$ cat src/rtl/rsa_pkg.sv
// Shared types for the modular-exponentiation sequencer: Montgomery command
// codes, sequencer FSM states and the per-command issue/wait phase.
package rsa_pkg;

    typedef enum logic [1:0] {
        OP_TO_MONT   = 2'b00,
        OP_MULT      = 2'b01,
        OP_SQUARE    = 2'b10,
        OP_FROM_MONT = 2'b11
    } mm_op_e;

    typedef enum logic [2:0] {
        ST_IDLE,
        ST_TO_MONT,
        ST_LOOP_SQ,
        ST_LOOP_MUL,
        ST_FROM_MONT,
        ST_FINISH
    } state_e;

    typedef enum logic {
        PH_ISSUE,
        PH_WAIT
    } phase_e;

    // Command presented to the core in each state; idle states park on TO_MONT.
    function automatic mm_op_e op_for_state(input state_e s);
        case (s)
            ST_LOOP_SQ:   return OP_SQUARE;
            ST_LOOP_MUL:  return OP_MULT;
            ST_FROM_MONT: return OP_FROM_MONT;
            default:      return OP_TO_MONT;
        endcase
    endfunction

    function automatic logic is_op_state(input state_e s);
        return (s == ST_TO_MONT) || (s == ST_LOOP_SQ) ||
               (s == ST_LOOP_MUL) || (s == ST_FROM_MONT);
    endfunction

endpackage

$ cat src/rtl/rsa_exp_scanner.sv
// Latched exponent plus MSB-first bit index; reports the current exponent bit
// and whether the index has reached bit 0.
module rsa_exp_scanner
    import rsa_pkg::*;
#(
    parameter int E_WIDTH = 32,
    parameter int LEN_W   = 6
) (
    input  logic               clk,
    input  logic               resetn,
    input  logic               load,
    input  logic               dec,
    input  logic [E_WIDTH-1:0] exp_in,
    input  logic [LEN_W-1:0]   exp_len,
    output logic [LEN_W-1:0]   bit_idx,
    output logic               cur_bit,
    output logic               last_bit
);

    logic [E_WIDTH-1:0] exp_q;
    logic [LEN_W-1:0]   idx_q;
    logic [E_WIDTH-1:0] exp_shifted;

    // NOTE: state registers use non-blocking assignment so every flop samples
    // pre-edge values regardless of block ordering.
    always_ff @(posedge clk) begin
        if (!resetn) begin
            exp_q <= '0;
            idx_q <= '0;
        end else if (load) begin
            exp_q <= exp_in;
            idx_q <= (exp_len == '0) ? '0 : exp_len - LEN_W'(1);
        end else if (dec && (idx_q != '0)) begin
            idx_q <= idx_q - LEN_W'(1);
        end
    end

    // Shift instead of a variable part-select: idx_q is wider than a bit index.
    assign exp_shifted = exp_q >> idx_q;
    assign cur_bit     = exp_shifted[0];
    assign last_bit    = (idx_q == '0);
    assign bit_idx     = idx_q;

endmodule

$ cat src/rtl/rsa_exp_sequencer.sv
// Left-to-right square-and-multiply sequencer driving the Montgomery core's
// command/done handshake; operand routing in the datapath follows mm_op.
module rsa_exp_sequencer
    import rsa_pkg::*;
#(
    parameter int E_WIDTH = 32,
    parameter int LEN_W   = 6
) (
    input  logic               clk,
    input  logic               resetn,
    input  logic               start,
    input  logic               abort,
    input  logic [E_WIDTH-1:0] exp_in,
    input  logic [LEN_W-1:0]   exp_len,
    output logic               mm_start,
    output logic [1:0]         mm_op,
    input  logic               mm_done,
    output logic               busy,
    output logic               done,
    output logic               err,
    output logic [LEN_W-1:0]   bit_idx
);

    localparam logic [LEN_W-1:0] MAX_LEN = LEN_W'(E_WIDTH);

    state_e state_q, state_d;
    phase_e phase_q, phase_d;
    logic   err_q, err_d;
    logic   load, dec;
    logic   cur_bit, last_bit;
    logic   in_op;

    rsa_exp_scanner #(
        .E_WIDTH (E_WIDTH),
        .LEN_W   (LEN_W)
    ) u_scanner (
        .clk      (clk),
        .resetn   (resetn),
        .load     (load),
        .dec      (dec),
        .exp_in   (exp_in),
        .exp_len  (exp_len),
        .bit_idx  (bit_idx),
        .cur_bit  (cur_bit),
        .last_bit (last_bit)
    );

    always_ff @(posedge clk) begin
        if (!resetn) begin
            state_q <= ST_IDLE;
            phase_q <= PH_ISSUE;
            err_q   <= 1'b0;
        end else begin
            state_q <= state_d;
            phase_q <= phase_d;
            err_q   <= err_d;
        end
    end

    assign in_op = is_op_state(state_q);

    // NOTE: every signal written here gets a default first, so no path can
    // leave it unassigned and infer a latch.
    always_comb begin
        state_d = state_q;
        phase_d = phase_q;
        load    = 1'b0;
        dec     = 1'b0;
        err_d   = 1'b0;

        case (state_q)
            ST_IDLE: begin
                if (start && !abort) begin
                    if (exp_len > MAX_LEN) begin
                        err_d = 1'b1;
                    end else begin
                        load    = 1'b1;
                        phase_d = PH_ISSUE;
                        state_d = (exp_len == '0) ? ST_FROM_MONT : ST_TO_MONT;
                    end
                end
            end

            ST_FINISH: state_d = ST_IDLE;

            default: begin
                // A done pulse during ISSUE cannot belong to this command.
                if (phase_q == PH_ISSUE) begin
                    phase_d = PH_WAIT;
                end else if (mm_done) begin
                    phase_d = PH_ISSUE;
                    case (state_q)
                        ST_TO_MONT: state_d = ST_LOOP_SQ;
                        ST_LOOP_SQ: begin
                            if (cur_bit)       state_d = ST_LOOP_MUL;
                            else if (last_bit) state_d = ST_FROM_MONT;
                            else               dec     = 1'b1;
                        end
                        ST_LOOP_MUL: begin
                            if (last_bit) begin
                                state_d = ST_FROM_MONT;
                            end else begin
                                dec     = 1'b1;
                                state_d = ST_LOOP_SQ;
                            end
                        end
                        ST_FROM_MONT: state_d = ST_FINISH;
                        default: ;
                    endcase
                end
            end
        endcase

        // Abort outranks a coincident mm_done; the core itself is not told.
        if (abort && (state_q != ST_IDLE)) begin
            state_d = ST_IDLE;
            phase_d = PH_ISSUE;
            dec     = 1'b0;
        end
    end

    assign mm_start = in_op && (phase_q == PH_ISSUE);
    assign mm_op    = op_for_state(state_q);
    assign busy     = in_op;
    assign done     = (state_q == ST_FINISH);
    assign err      = err_q;

endmodule

$ cat config.mk
export PLATFORM = sky130hd
export DESIGN_NAME = rsa_exp_sequencer
export DESIGN_NICKNAME = d
export VERILOG_FILES = /design/src/rtl/rsa_pkg.sv /design/src/rtl/rsa_exp_scanner.sv /design/src/rtl/rsa_exp_sequencer.sv
export SDC_FILE = /design/constraint.sdc
export NUM_CORES = 1
export LEC_CHECK = 0
export CAP_MARGIN = 20
export CORE_UTILIZATION = 45
export CTS_CLUSTER_DIAMETER = 30
export DETAILED_ROUTE_END_ITERATION = 8
export HOLD_SLACK_MARGIN = 0.15
export PLACE_DENSITY = 0.73
export RECOVER_POWER = 25
export SETUP_SLACK_MARGIN = 0.4
export SKIP_CTS_REPAIR_TIMING = 1
export SYNTH_ARGS = -nofsm -noshare
export SYNTH_HDL_FRONTEND = slang
export SYNTH_SLANG_ARGS = --single-unit
$ cat constraint.sdc
create_clock -name clk -period 4.3 [get_ports clk]
set_clock_uncertainty 0.1 [all_clocks]
set_input_delay 0.645 -clock clk [delete_from_list [all_inputs] [get_ports clk]]
set_output_delay 0.645 -clock clk [all_outputs]
set_load 0.01 [all_outputs]
==> impl_metrics.yaml <==
synth:
  synth-main-ff-cell: "dfxtp_1"
  synth.largest_area_cell: "dfxtp_1"
  yosys_warnings: 0
  syn-num-nets: 336
  avgSynthCellArea_um2: 8.55
  synthTopCellsByArea: "dfxtp_1 35%, nand2_1 11%, a21boi_0 9.7%"
  synth_top_area_frac: 0.348
  synthDistinctLibCells: 57
  synth_area_um2: 2470
  synthArstFlopShare: 0
  ys_ff_latch: 43
  syn_inst: 289
  synth_edf_count: 0
  yosys.cell_count.top_type: "nand2_1"
  yosysSeqAreaShare: 0.348
  yosys-top-cells-count: "74 x nand2_1, 43 x dfxtp_1, 32 x a21boi_0, 12 x nor2_1, 10 x inv_1"
detailed_routing:
  vias: 2188
  drt_iter0_drc: 107
  wl_per_cell_um: 13.4
  routed_wl_mm: 5.41
  drc: 0
  drtPass1Iterations: 4
  antenna_left: 0
  routed_via_density: 5.40
worst_setup_path:
  cpPeakStageDelay_ns: 0.85
  setup.worst_path.start_class: "primary input"
  path_cells: "clkdlybuf4s50_1 -> inv_1 -> ha_1 -> nor4b_2 -> o2111ai_1 -> o21ai_2 -> o2bb2ai_1 -> a221o_1 -> a31oi_1"
  cp_slowest_cell: "o2111ai_1"
  crit_path_end_kind: "flip-flop"
  cp_max_fo: 13
  critPathKind: "primary input to flip-flop"
  required_ns: 4.43
  arrival_ns: 3.40
global_routing:
  grt_first_pass_wirelength_mm: 9.49
  gr-total-overflow: 0
  grt_max_degree: 27
  grt_pass1_vias: 2115
  track_usage: 0.200
  antenna_found_initial: 0
floorplan:
  dieArea_um2: 5790
  core.rowCount: 26
  io_pins: 55
  die_w_um: 76.1
  fp.dieH_um: 76.1
  core-area_um2: 5200
  initial_core_util: 0.475
cts:
  htreeDepth: 2
  cts_tree: "done"
  numCtsBuffers: 5
  clkSlewWorstSetupHoldPaths_ns: 0.08
  ctsLongestPathBuffers: 2
  insertion_delay_ns: 0.29
  cts-root-buf: "clkbuf_8"
  clock_sinks: 43
cells_and_area:
  fin_nets: 383
  post_route_cells_drive_above_1_share: 0.0776
  fin_area_um2: 3110
  diodes: 0
  area_growth_syn_to_layout_pct: 26.0
sta:
  finalSetupViolations: 0
  final-max-slew-violation-count: 0
  rsz0062_at_grt: "false"
  period_share: 0.762
  max_freq_mhz: 305
  hold_violations: 0
  slew_headroom: 0.296
  final.setup.tns_ns: 0
  worst_pin_slew_ns: 1.05
  final.min_clock_period_ns: 3.27
power:
  ir_worst_vdd_mv: 0.135
  p_leak_nw: 1.06
  power.density_nw_per_um2: 271
placement:
  place_hpwl_mm: 3.95
  placed_area_um2: 3040
  routabilityCongestion: 0.869
  portBuffers: 54
job:
  cap_violations: 0
min_path:
  min_path_type: "flip-flop to flip-flop"
outcome:
  outcome: "completed"
==> final timing paths <==
check	endpoint	slack, ns	start	depth (start not counted)
min	u_scanner.exp_q[22]$_SDFFE_PN0P_	0.36	u_scanner.exp_q[22]$_SDFFE_PN0P_	2
max	state_q[2]$_SDFFE_PP0P_	1.03	exp_len[0]	9
max reg2reg	u_scanner.bit_idx[1]$_SDFFE_PN0P_	1.57	u_scanner.bit_idx[0]$_SDFFE_PN0P_	7
min reg2reg	u_scanner.exp_q[22]$_SDFFE_PN0P_	0.36	u_scanner.exp_q[22]$_SDFFE_PN0P_	2
==> state kept, by name, summed over array words and instances (netlist names) <==
register           count
u_scanner.bit_idx      6
err                    1
state_q                3
phase_q                1
u_scanner.exp_q       32
==> cell usage in the layout (no fill, tap or decap), drive strengths merged, types with 6 or more instances in the layout <==
cell / netlist / layout
nand3: 8 / 8
clkdlybuf4s50: 0 / 42
inv: 10 / 10
nand2: 74 / 74
nor3: 8 / 8
a21boi: 32 / 32
dfxtp: 43 / 43
dlygate4sd3: 0 / 12
nor2: 12 / 12
a21oi: 7 / 7
o21ai: 6 / 6
==> layout make-up <==
class / instances / area [µm²]
clock buffers: 5 / 68.8
clock inverters: 1 / 7.51
fillers: 496 / 2090
inverters: 10 / 37.5
multi-input cells: 219 / 1490
flip-flops and latches: 43 / 861
well taps: 70 / 87.6
repair buffers: 57 / 563
==> stage by stage <==
| step | hold slack [ns] | std cells | total power, mW | setup WS, ns | utilization |
|---|---|---|---|---|---|
| after global routing | 0.386 | 405 | 0.892 | 0.720 | 0.598 |
| after global placement | 0.347 | 399 | 0.613 | 1.16 | 0.585 |
| after floorplan | 0.339 | 289 | 0.538 | 1.85 | - |
| after CTS | 0.365 | 405 | 0.855 | 1.32 | 0.600 |
| after detailed placement | 0.354 | 399 | 0.615 | 1.10 | 0.585 |
| final | 0.360 | 405 | 0.844 | 1.03 | 0.598 |
==> critical path, delay by kind of cell <==
kind | cells | cell delay [ns]
buffers and inverters | 2 | 0.61
AND/OR/NAND/NOR | 1 | 0.18
adder cells (fa/ha/maj) | 1 | 0.23
AO/OA/AOI/OAI | 5 | 1.74
==> per-layer routing <==
layer | up-vias | track usage | part of all wire | wire (µm)
li1 | 1119 | - | - | -
met1 | 1004 | 0.255 | 0.47 | 2530
met2 | 61 | 0.344 | 0.47 | 2550
met3 | 4 | 0.0455 | 0.052 | 282
met4 | 0 | 0.0481 | 0.0081 | 44
met5 | - | 0 | 0 | 0
==> power breakdown <==
group / switching, mW / leakage, nW / total (mW) / internal [mW]
clock: 0.133 / 0.0361 / 0.241 / 0.108
sequential: 0.0209 / 0.349 / 0.436 / 0.415
combinational: 0.0764 / 0.676 / 0.167 / 0.0908
==> logic make-up after synthesis <==
logic type,count (synthesis),synth area share
xor gates and xnor gates,5,0.0177
AOI/OAI and AO/OA,70,0.234
buffers and inverters,27,0.0476
DFF,43,0.348
muxes,13,0.0856
and+or+nand+nor,127,0.246
adders and majority gates,4,0.0203
No activity file was read; power rests on OpenSTA's default activity.
